$ cat config.mk
export PLATFORM = sky130hd
export DESIGN_NAME = iob_fifo_sync_asym_rgtw
export DESIGN_NICKNAME = d
export VERILOG_FILES = /design/src/rtl/iob_fifo_sync_asym_rgtw.sv
export SDC_FILE = /design/constraint.sdc
export NUM_CORES = 1
export LEC_CHECK = 0
export BUFFER_PORTS_ARGS = -buffer_cell sky130_fd_sc_hd__buf_2
export CAP_MARGIN = 20
export CORE_UTILIZATION = 37
export CTS_BUF_LIST = sky130_fd_sc_hd__clkbuf_2
export DETAILED_ROUTE_END_ITERATION = 12
export GPL_ROUTABILITY_DRIVEN = 0
export GPL_TIMING_DRIVEN = 0
export HOLD_SLACK_MARGIN = 0.12
export PLACE_DENSITY_LB_ADDON = 0.3
export SYNTH_ARGS = -nofsm -noshare
export SYNTH_HDL_FRONTEND = slang
export SYNTH_SLANG_ARGS = --single-unit
export TNS_END_PERCENT = 10
$ cat constraint.sdc
create_clock -name clk_i -period 2.56 [get_ports clk_i]
set_input_delay 0.384 -clock clk_i [delete_from_list [all_inputs] [get_ports clk_i]]
set_output_delay 0.384 -clock clk_i [all_outputs]
set_load 0.005 [all_outputs]
$ cat src/rtl/iob_fifo_sync_asym_rgtw.sv
// Synchronous FIFO with a narrow write port and a wide read port. Storage lives
// in R external 2-port RAM blocks; this block owns the pointers, level and enables.
module iob_fifo_sync_asym_rgtw #(
  parameter int W_DATA_W = 8,
  parameter int R_DATA_W = 32,
  parameter int ADDR_W   = 4,
  localparam int R         = R_DATA_W / W_DATA_W,
  localparam int RL        = $clog2(R),
  localparam int MINADDR_W = ADDR_W - RL
) (
  input  logic                      clk_i,
  input  logic                      rst_i,
  input  logic                      w_en_i,
  input  logic [W_DATA_W-1:0]       w_data_i,
  output logic                      w_full_o,
  input  logic                      r_en_i,
  output logic [R_DATA_W-1:0]       r_data_o,
  output logic                      r_empty_o,
  output logic [ADDR_W:0]           level_o,
  output logic [R-1:0]              ext_mem_w_en_o,
  output logic [MINADDR_W*R-1:0]    ext_mem_w_addr_o,
  output logic [W_DATA_W*R-1:0]     ext_mem_w_data_o,
  output logic                      ext_mem_r_en_o,
  output logic [MINADDR_W*R-1:0]    ext_mem_r_addr_o,
  input  logic [W_DATA_W*R-1:0]     ext_mem_r_data_i
);

  localparam logic [ADDR_W:0] CAPACITY = (ADDR_W + 1)'(1) << ADDR_W;
  localparam logic [ADDR_W:0] WIDE     = (ADDR_W + 1)'(R);

  logic [ADDR_W-1:0]    wptr;
  logic [MINADDR_W-1:0] rptr;
  logic [ADDR_W:0]      level;
  logic                 wa;
  logic                 ra;

  assign w_full_o  = (level == CAPACITY);
  assign r_empty_o = (level < WIDE);
  assign level_o   = level;

  assign wa = w_en_i & ~w_full_o & ~rst_i;
  assign ra = r_en_i & ~r_empty_o & ~rst_i;

  assign ext_mem_r_en_o = ra;
  // Blocks are packed little-endian: block p feeds lane p of the wide word.
  assign r_data_o = ext_mem_r_data_i;

  always_comb begin
    ext_mem_w_en_o   = '0;
    ext_mem_w_addr_o = '0;
    ext_mem_w_data_o = '0;
    ext_mem_r_addr_o = '0;
    for (int unsigned p = 0; p < R; p++) begin
      ext_mem_w_en_o[p] = wa && (wptr[RL-1:0] == RL'(p));
      ext_mem_w_addr_o[p*MINADDR_W +: MINADDR_W] = wptr[ADDR_W-1:RL];
      ext_mem_w_data_o[p*W_DATA_W +: W_DATA_W]   = w_data_i;
      ext_mem_r_addr_o[p*MINADDR_W +: MINADDR_W] = rptr;
    end
  end

  always_ff @(posedge clk_i) begin
    if (rst_i) begin
      wptr  <= '0;
      rptr  <= '0;
      level <= '0;
    end else begin
      if (wa) wptr <= wptr + 1'b1;
      if (ra) rptr <= rptr + 1'b1;
      level <= level + {{ADDR_W{1'b0}}, wa} - (ra ? WIDE : '0);
    end
  end

endmodule
Word-level counts from Yosys, hierarchy flattened. Cells that the tools add are included.

$add $sub $neg: 4. $mul: 0. Divide/modulo/power cells: 0. $lt $le $gt $ge: 1. Equal/unequal tests: 4. Shift-type cells: 0. Mux-type cells: 1. Bitwise gates (word level): 7. Reduce and logical (&&, ||, !) cells: 5.

Operators with widths (count): adder 5 x 1 -> 5 bit (1); == test 5 bit (second input constant) (1); less-than comparator 5 x 3 -> 1 bit (second input constant) (1); subtractor 5 x 3 -> 5 bit (1); adder 4 x 1 -> 4 bit (second input constant) (1); bitwise AND 1 bit (4); == test 2 bit (second input constant) (2); logical AND 1 bit (4); two-way mux 3 bit (1); inverter 1 bit (3); adder 2 x 1 -> 2 bit (second input constant) (1); == test 2 x 1 -> 1 bit (second input constant) (1); logical NOT 2 bit (1).

Bits in registers: 11. Latch bits: 0. Bits in writable memories: 0. ROM bits: 0. Memories kept: 0.

Depth between registers and ports, before layout. Gate-level depths: netlist of the first run.

Depth in word-level cells: 6. Mapped depth: 10. Mapped depth without buffers: 10.

Least setup slack after synthesis of the first run. Ideal clock, no wire load.

Kind: register to register. Start point: register level[3] (netlist: level_o[3]). End point: register level[4] (netlist: level_o[4]). Library setup time: 0.121 ns. Arrival time: 2.086 ns. Required time: 2.439 ns. Slack: 0.353 ns. Stages on the path, launching flop included: 10. Buffers on the path: 0. Period minus slack after synthesis: 2.207 ns. Path through: dfxtp_1 > inv_1 > ha_1 > a21bo_2 > nand2_1 > ha_1 > ha_1 > o21bai_1 > a21oi_1 > mux2_2.

Word-level cells in the longest chain between the ends: 6.

RTL lines: from (decl) (line 33) `logic [ADDR_W:0] level;`; from (signal assigned) (line 69) `level <= level + {{ADDR_W{1'b0}}, wa} - (ra ? WIDE : '0);`; == test 5 bit / less-than comparator 5 x 3 -> 1 bit (equally long branches) (line 37, 38); inverter 1 bit (on tied branches) (line 41, 42); bitwise AND 1 bit (on tied branches) (2 in series) (line 41, 42); adder 5 x 1 -> 5 bit / two-way mux 3 bit (equally long branches) (line 69); subtractor 5 x 3 -> 5 bit * (line 69).

Every way passes the cells marked *; elsewhere a longest branch is shown, timed or not. A chain may end at the register's enable or synchronous reset.

Worst setup path after layout of the first run. Ends and elaborated chain as after synthesis.

==> flow_summary.toml, run 1 <==
[setup_path]
crit_start = "level_o[3]"
cp-start-kind = "flip-flop"
timing.rr.end = "level_o[4]"
crit_type = "flip-flop to flip-flop"
end_kind = "flip-flop"
required_ps = 2720
crit_fanout = 4
r2r-start = "level_o[3]"
reg2reg_setup_slack_ps = 200
worstPathArrival_ps = 2530
worstRegToRegCells = 9

[hold_path]
holdPathEnd = "wptr[1]"
holdCritStartpoint = "w_en_i"
hold_path_class = "primary input to flip-flop"
holdPathStages = 3

[layout]
area_growth_syn_to_layout_pct = 41.4
mostFrequentLayoutCells = "buf_2 (95), buf_4 (78), ha_1 (13), dfxtp_1 (11), inv_1 (10)"
layout.cells.non_filler = 304
fillers = 303
num_antenna_cells = 0
layout-drive-gt1-share_pct = 72.1
final_common_cell = "buf_2"
utilization_pct = 55.7
post-route-cell-area_mm2 = 0.00189
finalNetCount = 316

[grt]
met3_usage_pct = 2.07
grt_pass1_wl_um = 3350
grt_usage_pct = 11.7
grt_pass1_vias = 835
gr-total-overflow = 0
met1_usage_pct = 14.8
antenna_found_initial = 0
top_usage_layer = "met2"
use_met2_pct = 19.9
grt_max_degree = 11

[flow_run]
maxCapViolCount = 0

[placed_design]
placed_area_mm2 = 0.00187
dp_cells = 300
portBuffers = 95
dp_hpwl_um = 2280

[timing]
skew_ps = 0.765
rsz0062_at_grt = "false"
post-route-min-period_ps = 2360
setup_tns_ps = 0
max_freq_mhz = 423
period_share_pct = 92.3
setup_viol = 0
tightest_slew_ps = 437
slew_violations = 0
hold_violations = 0
slew_headroom_pct = 70.9

[synthesis]
yosysUniqueCellTypes = 28
syn_avg_cell_area_um2 = 8.40
yosysWarnings = 0
ys_ff_latch = 11
syn_inst = 159
ys_seq_area_share_pct = 16.5
syn-cell-area_mm2 = 0.00134
synth.net_count = 216

[floorplan]
die_w_um = 62.1
io_pins = 136
initial_core_util_pct = 39.4
die_area_mm2 = 0.00385
die_h_um = 62.1
rows = 21
core_mm2 = 0.00339

[detailed_routing]
drtPass1Iterations = 4
wire_per_inst_um = 8.65
vias = 1222
wl_um = 2630
remaining_drc_errors = 0
dr.first_iter.drc_count = 14
routed_via_density = 4.02
ant_nets = 0

[clock_network]
numCtsBuffers = 3
clk_latency_ps = 260
postCtsSetupBuffers = 0
cts_tree = "done"
hold_buffers = 0
postCtsResizedCells = 0
clockBufferDepth = 2
h-tree-depth = 1
cts_sinks = 11
cts-root-buf = "clkbuf_2"
path_clk_slew_ps = 110

[power_and_ir_drop]
power_leakage_nw = 1.17
ir_worst_vdd_v = 0.000215
powerDensity_mw_per_mm2 = 442

[status]
status = "completed"
==> Yosys cell counts <==
library cell  instances  share of area, %
or4b_4                1               1.0
a21bo_2               1              0.75
a21oi_1               4               1.5
o21bai_1              1              0.56
nor4b_4               1               1.8
xnor2_1               1              0.66
a211oi_1              1              0.56
nor2_1                9               2.5
clkbuf_1              1              0.28
or3_1                 1              0.47
mux2_2                4               3.4
a21boi_2              1              0.84
o2111ai_2             1               1.1
and2_1                1              0.47
o31ai_1               1              0.56
nand4_1               1              0.47
nand3_1               1              0.37
mux2i_1               1              0.75
nor2b_1               5               2.3
ha_1                 13                12
buf_4                78                44
inv_1                10               2.8
and3_1                4               1.9
xor2_1                1              0.66
nand2_1               3              0.84
dfxtp_1              11                16
o21ai_0               1              0.37
nand2b_1              1              0.47
==> report_power, final <==
group          switching (W)  leakage (nW)  internal [W]
clock              0.0000612        0.0166     0.0000415
combinational       0.000197          1.07      0.000287
sequential         0.0000442        0.0900      0.000203
==> kinds of logic (layout without fill, tap and decap cells) <==
kind of cell,after synthesis,after routing,share of synthesized area [%]
compound gates,11,11,6.28
xor+xnor,2,2,1.31
fa+ha+maj,13,13,12.2
buf+inv,89,188,47.0
mux,5,5,4.12
flops,11,11,16.5
simple gates,28,28,12.7
==> critical path: stages (launching register included) <==
cell and delay (ps):
dfxtp_1 430, inv_1 110, ha_1 200, a21bo_2 200, nand2_1 80, ha_1 320, ha_1 330, o21bai_1 80
a21oi_1 170, mux2_2 340
==> worst max path at each step <==
stage | to | slack, ps
after floorplan | level_o[4] | 350
after global placement | level_o[4] | 230
after detailed placement | level_o[4] | 200
after CTS | level_o[4] | 170
after global routing | level_o[4] | 40
final | level_o[4] | 200
==> state kept, by name, indices dropped and copies added, names as in the netlist <==
register and flops:
level_o 5, rptr 2, wptr 4
==> area by class of cell <==
| class | count | area (um2) | share of cell area (%) |
|---|---|---|---|
| plain buffers | 79 | 589 | 31.2 |
| clock buffers | 4 | 20.0 | 1.06 |
| inverters | 10 | 37.5 | 1.99 |
| multi-input cells | 59 | 488 | 25.8 |
| flip-flops and latches | 11 | 220 | 11.7 |
| well taps | 46 | 57.6 | 3.05 |
| repair buffers | 95 | 475 | 25.2 |
==> through the flow <==
stage               setup WS [ps]  hold WS, ps  power [W]
global route                 40.4          404   0.000925
CTS                           170          389   0.000850
finish                        197          402   0.000834
global placement              230          496   0.000732
detailed placement            199          506   0.000741
floorplan                     353          487   0.000580
==> routing by layer <==
layer / part of all wire (%) / wire length (um) / vias up
met5: 0 / 0 / -
met4: 0.53 / 14 / 0
met3: 13 / 330 / 2
met2: 48 / 1270 / 80
met1: 38 / 1010 / 509
li1: - / - / 631
Power figures use the tool's default switching activity.
==> run 2, diff against run 1 <==
--- a/config.mk
+++ b/config.mk
@@ -7,7 +7,7 @@
 export LEC_CHECK = 0
 export BUFFER_PORTS_ARGS = -buffer_cell sky130_fd_sc_hd__buf_2
 export CAP_MARGIN = 20
-export CORE_UTILIZATION = 37
+export CORE_UTILIZATION = 30
 export CTS_BUF_LIST = sky130_fd_sc_hd__clkbuf_2
 export DETAILED_ROUTE_END_ITERATION = 12
 export GPL_ROUTABILITY_DRIVEN = 0
==> run 2 against run 1 <==
Against the previous run: final area grew 0.27%; first-iteration DRC count is 14% higher; critical endpoint unchanged; register-to-register slack hardly changed; clock power is essentially flat.
==> flow_summary.toml, run 2 (same netlist as run 1, synthesis figures left out) <==
[status]
status = "completed"

[detailed_routing]
dr.first_iter.drc_count = 16
remaining_drc_errors = 0
vias = 1192
drtPass1Iterations = 4
routed_via_density = 3.87
wire_per_inst_um = 8.32
ant_nets = 0
wl_um = 2560

[power_and_ir_drop]
swShare_pct = 36.0
power_frac_comb_pct = 58.0
clkPwrFrac_pct = 12.1
power_leakage_nw = 1.17
p_int_w = 0.000530
powerDensity_mw_per_mm2 = 437
ir_worst_vdd_v = 0.000255
pwr-share-seq_pct = 29.9
p_switching_w = 0.000298

[floorplan]
rows = 23
io_pins = 136
die_w_um = 68.7
initial_core_util_pct = 32.2
core_mm2 = 0.00414
die_area_mm2 = 0.00472
die_h_um = 68.7

[clock_network]
clk_latency_ps = 250
clockBufferDepth = 2
cts_tree = "done"
cts-root-buf = "clkbuf_2"
postCtsSetupBuffers = 0
hold_buffers = 0
cts_sinks = 11
numCtsBuffers = 3
h-tree-depth = 1
postCtsResizedCells = 0
path_clk_slew_ps = 120

[timing]
period_share_pct = 92.2
tightest_slew_ps = 429
post-route-min-period_ps = 2360
hold_violations = 0
setup_viol = 0
skew_ps = 6.85
slew_headroom_pct = 71.4
rsz0062_at_grt = "false"
slew_violations = 0
setup_tns_ps = 0
layout_setup_ws_ps = 201
max_freq_mhz = 424

[setup_path]
required_ps = 2710
worstPathArrival_ps = 2510
end_kind = "flip-flop"
cp-start-kind = "flip-flop"
crit_type = "flip-flop to flip-flop"
crit_fanout = 4
reg2reg_setup_slack_ps = 200

[layout]
final_common_cell = "buf_2"
layout-drive-gt1-share_pct = 72.1
largest_reg_flops = 5
finalNetCount = 316
area_growth_syn_to_layout_pct = 41.8
mostFrequentLayoutCells = "buf_2 (95), buf_4 (78), ha_1 (13), dfxtp_1 (11), inv_1 (10)"
num_antenna_cells = 0

[placed_design]
pre_cts_ws_ps = 214
portBuffers = 95
dp_hpwl_um = 2240

[grt]
grt_pass1_vias = 839
grt_pass1_wl_um = 3470
grt_usage_pct = 9.81
antenna_found_initial = 0
gr-total-overflow = 0
grt_max_degree = 11

[flow_run]
maxCapViolCount = 0

[hold_path]
hold_path_class = "primary input to flip-flop"
[run 2: cell counts in the layout (fill, tap and decap cells not counted)]
Identical to the previous run, type by type.
[run 2: routing by layer]
metal,GRT usage [%],up-vias,share of wire (%)
li1,-,626,-
met1,11.1,492,38
met2,17.9,72,50
met3,1.97,2,11
met4,3.83,0,0.74
met5,0,-,0
[run 2: worst max-delay path, cell delays in order (launching register included)]
cell      delay [ps]
dfxtp_1          430
inv_1            110
ha_1             190
a21bo_2          200
nand2_1           80
ha_1             330
ha_1             320
o21bai_1          80
a21oi_1          170
mux2_2           340
[run 2: stage by stage]
stage	area [um2]	util [%]	hold slack, ps	instances	total power (W)
after CTS	1890	45.7	394	308	0.000841
final	1890	45.7	407	308	0.000828
after global placement	1870	45.2	502	304	0.000733
after detailed placement	1870	45.2	523	304	0.000736
after global routing	1890	45.7	396	308	0.000920
after floorplan	1340	-	487	159	0.000580
[run 2: final timing paths]
kind	startpoint	to	cells past startpoint
worst min register to register	rptr[1]	rptr[1]	2
worst max register to register	level_o[3]	level_o[4]	9
worst min-delay path	w_en_i	wptr[1]	3
worst max-delay path	level_o[3]	level_o[4]	9
[run 2: area by class of cell]
type | count | area (um2)
tap | 50 | 62.6
buffer | 79 | 589
fill | 428 | 2250
timing repair buffer | 95 | 475
inverter | 10 | 37.5
clock buffer | 4 | 20.0
sequential | 11 | 220
multi-input combinational | 59 | 488
[run 2: power groups by stage]
stage	sequential, W	combinational [W]	clock [W]
finish	0.000247	0.000480	0.000100
global placement	0.000253	0.000480	0
floorplan	0.000246	0.000334	0
global route	0.000254	0.000551	0.000115
CTS	0.000249	0.000488	0.000104
detailed placement	0.000252	0.000484	0
